`config.mk`:
```
export PLATFORM = sky130hd
export DESIGN_NAME = adder8_burst_accumulator
export DESIGN_NICKNAME = d
export VERILOG_FILES = /design/src/rtl/adder8_burst_accumulator.sv
export SDC_FILE = /design/constraint.sdc
export NUM_CORES = 1
export LEC_CHECK = 0
export CAP_MARGIN = 25
export CORE_MARGIN = 2
export CORE_UTILIZATION = 45
export DETAILED_ROUTE_END_ITERATION = 12
export PLACE_DENSITY = 0.73
export SYNTH_ARGS = -nofsm -noshare
export SYNTH_HDL_FRONTEND = slang
export SYNTH_SLANG_ARGS = --single-unit
export TNS_END_PERCENT = 100
```
`constraint.sdc`:
```
create_clock -name clk -period 2.2 [get_ports clk]
set_input_delay 0.22 -clock clk [delete_from_list [all_inputs] [get_ports clk]]
set_output_delay 0.22 -clock clk [all_outputs]
set_load 0.1 [all_outputs]
```
`src/rtl/adder8_burst_accumulator.sv`:
```
// adder8_burst_accumulator: sums a programmable-length burst of 9-bit
// {cout, sum} adder results into an ACC_W-bit total. The total, a sticky
// overflow flag and the beat count are then held on a valid/ready port.
// Optional build macro ACC_SATURATE_EN: clamp the total at all-ones on
// overflow instead of wrapping.
module adder8_burst_accumulator #(
  parameter int DATA_W = 8,
  parameter int ACC_W  = 12,
  parameter int CNT_W  = 4
) (
  input  logic              clk,
  input  logic              rst,
  input  logic              start,
  input  logic [CNT_W-1:0]  burst_len,
  input  logic              in_valid,
  input  logic [DATA_W-1:0] in_sum,
  input  logic              in_cout,
  output logic              in_ready,
  output logic              out_valid,
  input  logic              out_ready,
  output logic [ACC_W-1:0]  out_acc,
  output logic              out_ovf,
  output logic [CNT_W:0]    out_count,
  output logic              busy
);

  localparam int SUM_W = ACC_W + 1;
  localparam int LEN_W = CNT_W + 1;

  typedef enum logic [1:0] {
    IDLE  = 2'd0,
    ACCUM = 2'd1,
    DONE  = 2'd2
  } state_t;

  state_t           r_state;
  logic [ACC_W-1:0] r_acc;
  logic             r_ovf;
  logic [LEN_W-1:0] r_count;
  logic [LEN_W-1:0] r_len;
  logic             r_out_valid;
  logic             r_busy;

  logic             w_beat;
  logic [SUM_W-1:0] w_sum;
  logic             w_carry;
  logic [LEN_W-1:0] w_count_nx;

  // Beat acceptance and the widened add that exposes the carry out of the MSB
  always_comb begin
    w_beat     = in_valid && (r_state == ACCUM);
    w_sum      = {1'b0, r_acc} + SUM_W'({in_cout, in_sum});
    w_carry    = w_sum[ACC_W];
    w_count_nx = r_count + LEN_W'(1);
  end

  // Burst control FSM with registered result outputs
  always_ff @(posedge clk or posedge rst) begin
    if (rst) begin
      r_state     <= IDLE;
      r_acc       <= '0;
      r_ovf       <= 1'b0;
      r_count     <= '0;
      r_len       <= '0;
      r_out_valid <= 1'b0;
      r_busy      <= 1'b0;
    end else begin
      case (r_state)
        IDLE: begin
          if (start) begin
            // A zero length field encodes the maximum burst of 2^CNT_W beats
            r_len   <= (burst_len == '0) ? {1'b1, {CNT_W{1'b0}}}
                                         : {1'b0, burst_len};
            r_acc   <= '0;
            r_ovf   <= 1'b0;
            r_count <= '0;
            r_busy  <= 1'b1;
            r_state <= ACCUM;
          end
        end
        ACCUM: begin
          if (w_beat) begin
`ifdef ACC_SATURATE_EN
            // Once clamped the total stays at all-ones for the rest of the burst
            r_acc <= (w_carry || r_ovf) ? '1 : w_sum[ACC_W-1:0];
`else
            r_acc <= w_sum[ACC_W-1:0];
`endif
            r_ovf   <= r_ovf | w_carry;
            r_count <= w_count_nx;
            if (w_count_nx == r_len) begin
              r_out_valid <= 1'b1;
              r_state     <= DONE;
            end
          end
        end
        DONE: begin
          if (out_ready) begin
            r_out_valid <= 1'b0;
            r_busy      <= 1'b0;
            r_state     <= IDLE;
          end
        end
        default: begin
          r_out_valid <= 1'b0;
          r_busy      <= 1'b0;
          r_state     <= IDLE;
        end
      endcase
    end
  end

  assign in_ready  = (r_state == ACCUM);
  assign out_valid = r_out_valid;
  assign out_acc   = r_acc;
  assign out_ovf   = r_ovf;
  assign out_count = r_count;
  assign busy      = r_busy;

endmodule

```
==> results.json, run 1 <==
{
  "synth_edf_count": 0,
  "hold_viol": 0,
  "cts_hold_buf": 0,
  "ys_types": 37,
  "drt-wirelength-per-cell_um": 13.9,
  "die_h_um": 64.2,
  "antenna_found_initial": 0,
  "multi_input_area_sq_um": 925,
  "synthTopCellsByArea": "dfrtp_1 41%, nand2_1 9.7%, ha_1 7.7%",
  "max_freq_mhz": 486,
  "postCtsSetupBuffers": 0,
  "setup_tns_ns": 0,
  "r2r_start": "out_acc[0]",
  "r2r_end": "out_ovf",
  "timing.hold.ws_ns": 0.298,
  "min_period_over_period_pct": 93.6,
  "viasPerCell": 5.43,
  "status": "completed",
  "cp_top_family": "compound AO/OA/AOI/OAI gates",
  "initial_utilization_pct": 47.7,
  "drcViolationCount": 0,
  "end_kind": "flop",
  "ios": 39,
  "regArea_sq_um": 687,
  "syn_area_sq_um": 1630,
  "cpMostUsedCell": "nand2_1",
  "synth_warnings": 0,
  "cts_tree": "yes",
  "tightest_slew_ns": 0.743,
  "hpwl_um": 2950,
  "grt_max_degree": 20,
  "drive_above_1_share_pct": 20.6,
  "io_buffer_count": 38,
  "syn-num-nets": 208,
  "route.vias.total": 1489,
  "slew_viol_final": 0,
  "grt_pass1_wl_um": 6320,
  "relSlewSlack_pct": 50.4,
  "ys_ff_latch": 27,
  "rsz0062_at_grt": "no",
  "worst_ep_required_time_ns": 2.44,
  "grt_pass1_vias": 1407,
  "post_cts_resized": 0,
  "first_iter_violations": 42,
  "synth_top_area_share_pct": 41.4,
  "cp.arrival_ns": 2.30,
  "synthArstFlopShare_pct": 100,
  "diodes": 0,
  "grt_usage_pct": 19.3,
  "die_x_um": 64.2,
  "reg2reg_slack_ns": 0.14,
  "worstSetupPathType": "flop to flop",
  "wl_um": 3800,
  "dieArea_sq_um": 4120,
  "clock_latency_ns": 0.33,
  "worst_path_largest_cell_delay_ns": 0.51,
  "startpoint_type": "flop",
  "fin_crit_ns": 2.06,
  "nets": 258,
  "setup_viol": 0,
  "fillers": 307,
  "yosysTopAreaCell": "dfrtp_1",
  "syn_inst": 179,
  "core_sq_um": 3420,
  "gp_congestion": 0.846,
  "clock_sinks": 27,
  "synth_seq_area_share_pct": 41.4,
  "firstDrtPassIters": 4,
  "syn_area_per_cell_sq_um": 9.11,
  "cts_max_level": 1,
  "ant_nets": 0,
  "synthFlopType": "dfrtp_1",
  "cp_slowest_cell": "dfrtp_4",
  "area_growth_syn_to_layout_pct": 30.9,
  "rows": 21,
  "min-delay-path-class": "input pin to asynchronous set/reset pin",
  "fin_util_pct": 62.5,
  "worstPathCellList": "ha_1 > fa_2 > a211oi_2 > o211ai_1 > nand2_1 > nand2_1 > a32o_1",
  "drv_cap": 0,
  "cp.buffers_inverters": 0,
  "reg2regPathDepth": 7,
  "finClkSkew_ns": 0.00186,
  "cts_root_buffer": "clkbuf_4",
  "clkTransAtPathRegs_ns": 0.16,
  "cp_max_fo": 3,
  "clk_path_buf_depth": 2,
  "grt-ovfl-total": 0,
  "cts_buffers": 3
}
cells in the mapped netlist (4+ instances only):
cell type and instances:
a21oi_1 8, dfrtp_1 27, o211ai_1 4, nand3_1 8
o21ai_0 19, xor2_1 11, nor2_1 5, ha_1 10
nand2_1 42, a211oi_1 4
worst reg2reg max path, delay by kind of cell (launching register included):
family,cells,cell delay [ns]
flip-flops,1,0.51
AND/OR/NAND/NOR,2,0.14
AO/OA/AOI/OAI,3,0.72
adder cells (fa/ha/maj),2,0.61
state kept, by name (all words and copies together) (netlist names):
| signal | count |
|---|---|
| out_valid | 1 |
| r_state | 2 |
| r_len | 5 |
| busy | 1 |
| out_count | 5 |
| out_ovf | 1 |
| out_acc | 12 |
cell usage in the layout, fill, tap and decap left out, types with 2 or more instances in the layout:
cell type and n:
nand2_1 42, buf_4 31, dfrtp_1 20, o21ai_0 19
clkdlybuf4s50_1 17, xor2_1 11, ha_1 10, nand3_1 8
a21oi_1 8, dfrtp_2 6, nor2_1 5, o211ai_1 4
inv_1 3, a211oi_1 3, o21ai_1 3, or3_1 3
a21o_1 3, clkbuf_4 3, nor3_1 2, a31oi_1 2
o21bai_1 2, xnor2_1 2
metal layers:
metal  vias up  track usage (%)  wire length (um)
met5         -                0                 0
met4         0             3.99                13
met3         2             2.46               143
met2        35             32.2              1840
met1       715             26.9              1800
li1        737                -                 -
layout make-up:
type                    count  area share [%]
inverters                   3           0.528
multi-input cells         145            43.3
flip-flops and latches     27            32.2
clock inverters             1           0.352
repair buffers             49            19.8
clock buffers               3            1.06
well taps                  46            2.70
through the flow:
stage	instance area [sq um]	cells	setup WS, ns
floorplan	1650	179	-0.0220
global placement	2100	270	-0.0297
detailed placement	2100	270	-0.0317
CTS	2130	274	0.116
global route	2130	274	0.0103
finish	2130	274	0.141
logic make-up (layout without fill, tap and decap cells):
family / count (synthesis) / in the layout / share of synthesized area, %
AND/OR/NAND/NOR: 69 / 69 / 19.6
AO/OA/AOI/OAI: 50 / 50 / 18.7
flip-flops: 27 / 27 / 41.4
XOR/XNOR: 14 / 14 / 8.37
adder cells (fa/ha/maj): 11 / 11 / 8.90
buffers and inverters: 7 / 56 / 2.30
multiplexers: 1 / 1 / 0.614
how the worst max path moves through the flow:
| stage | cells after the start | from | slack [ns] | end |
|---|---|---|---|---|
| 6_report | 7 | out_acc[0] | 0.14 | out_ovf |
| 5_1_grt | 7 | out_acc[0] | 0.01 | out_acc[6] |
| 4_1_cts | 7 | out_acc[0] | 0.12 | out_acc[6] |
| 3_5_place_dp | 8 | in_sum[0] | -0.03 | out_acc[6] |
| 3_3_place_gp | 8 | in_sum[0] | -0.03 | out_ovf |
| 2_1_floorplan | 6 | out_acc[1] | -0.02 | out_acc[11] |
Power of run 1 is left out: the tool's default activity adds up to more than one toggle a clock period on the data nets, which glitch-free logic cannot reach.
==> run 2: changes to the inputs <==
Settings changed: CORE_ASPECT_RATIO from default to 0.7, RECOVER_POWER from default to 50.
==> run 2 against run 1 <==
Effect of this change: sequential share of layout area is 0.21 points higher; routed wire length increased by 7.4%; cell count rose by 1.8%; critical path depth stayed put; global-route usage increased by 1.3 points; register-to-register slack lost 0.02 ns; clock skew up 0.0055 ns.
==> results.json, run 2 (same netlist as run 1, synthesis figures left out) <==
{
  "startpoint_type": "flop",
  "route.vias.total": 1523,
  "grt_max_degree": 20,
  "clkTransAtPathRegs_ns": 0.09,
  "core_sq_um": 3490,
  "wl_um": 4080,
  "io_buffer_count": 38,
  "min-delay-path-class": "input pin to flop",
  "met1_usage_pct": 26.9,
  "setup_viol": 0,
  "grt-ovfl-total": 0,
  "place_inst": 275,
  "rsz0062_at_grt": "no",
  "drive_above_1_share_pct": 15.7,
  "ios": 39,
  "nets": 259,
  "finClkSkew_ns": 0.00735,
  "layout_commonest_cell": "nand2_1",
  "die_x_um": 75.9,
  "clock_sinks": 27,
  "relSlewSlack_pct": 21.7,
  "antenna_found_initial": 0,
  "status": "completed",
  "grt_pass1_vias": 1395,
  "drv_cap": 0,
  "max_freq_mhz": 482,
  "initial_utilization_pct": 46.7,
  "viasPerCell": 5.46,
  "min_period_over_period_pct": 94.4,
  "cp_max_fo": 3,
  "worstSetupPathType": "flop to flop",
  "drcViolationCount": 0,
  "cts_tree": "yes",
  "die_h_um": 54.4,
  "worstPathCellList": "ha_1 > fa_2 > a211oi_2 > o211ai_1 > nand2_1 > xor2_1 > o21ai_0",
  "worst_path_largest_cell_delay_ns": 0.49,
  "dieArea_sq_um": 4130,
  "clock_latency_ns": 0.28,
  "firstDrtPassIters": 4,
  "cp.arrival_ns": 2.22,
  "worst_ep_required_time_ns": 2.34,
  "postCtsSetupBuffers": 0,
  "fin_crit_ns": 2.08,
  "grt_pass1_wl_um": 6600,
  "hpwl_um": 3150,
  "clk_path_buf_depth": 2,
  "end_kind": "flop",
  "largest_register_ffs": 12,
  "final_cell_mix": "42 x nand2_1, 21 x buf_4, 20 x dfrtp_1",
  "cts_buffers": 3,
  "diodes": 0,
  "cts_root_buffer": "clkbuf_8",
  "busiest_layer": "met2",
  "hold_viol": 0,
  "drt-wirelength-per-cell_um": 14.6,
  "cp.buffers_inverters": 0,
  "gr-usage-met3_pct": 4.79,
  "first_iter_violations": 96,
  "cp_top_family": "adder cells",
  "fin_cells": 279,
  "cp_slowest_cell": "dfrtp_4",
  "cts_max_level": 1,
  "grt_usage_pct": 20.5,
  "grt_util_met2_pct": 36.0,
  "gp_congestion": 0.846,
  "ant_nets": 0,
  "slew_viol_final": 0,
  "tightest_slew_ns": 1.18,
  "area_growth_syn_to_layout_pct": 30.0,
  "rows": 18
}
==> run 2: cell count changes in the layout (fill, tap and decap cells not counted) <==
cell             before  now
clkbuf_1              0   12
buf_4                31   21
clkbuf_4              3    0
clkbuf_8              0    3
clkdlybuf4s50_1      17   16
clkinvlp_4            1    0
dlygate4sd3_1         0    1
==> run 2: final timing paths <==
| kind | to | slack [ns] | startpoint | cells after the start |
|---|---|---|---|---|
| max | out_acc[8] | 0.12 | out_acc[0] | 7 |
| min | r_len[2] | 0.50 | burst_len[2] | 3 |
| max reg2reg | out_acc[8] | 0.12 | out_acc[0] | 7 |
| min reg2reg | r_len[1] | 0.52 | r_len[1] | 2 |
| max in group asynchronous | out_count[1] | 1.00 | rst | 3 |
| min in group asynchronous | out_acc[0] | 0.51 | rst | 2 |
==> run 2: what timing repair did <==
item,in CTS,in global routing
hold buffers,0,0
resized for setup,0,1
endpoints found under the setup margin,0,3
endpoints found under the hold margin,0,0
==> run 2: worst register-to-register path: cells and delay by family, from the launching register on <==
family | cells | cell delay, ns
AOI/OAI and AO/OA | 3 | 0.56
DFF | 1 | 0.49
and+or+nand+nor | 1 | 0.12
adders and majority gates | 2 | 0.60
xor gates and xnor gates | 1 | 0.18
==> run 2: area by class of cell <==
| cell class | instances | area (sq um) |
|---|---|---|
| timing repair buffer | 50 | 389 |
| sequential | 27 | 687 |
| multi-input combinational | 145 | 925 |
| fill | 306 | 1370 |
| clock buffer | 4 | 45.0 |
| inverter | 3 | 11.3 |
| tap | 50 | 62.6 |
==> run 2: through the flow <==
stage	util [%]	area, sq um	hold slack, ns	setup TNS [ns]	worst slack [ns]
final	60.7	2120	0.496	0	0.124
after global routing	60.7	2120	0.507	0	0.0258
after CTS	61.8	2160	0.403	0	0.102
after detailed placement	60.5	2110	0.489	-0.174	-0.0469
after global placement	60.5	2110	0.473	-0.0442	-0.0275
after floorplan	-	1650	0.272	-0.0220	-0.0220
==> run 2: layer usage <==
metal  share of wire [%]  vias to the layer above
li1                    -                      739
met1                  46                      734
met2                  47                       44
met3                 6.1                        6
met4                0.88                        0
met5                   0                        -
Power of run 2 is left out for the same reason.
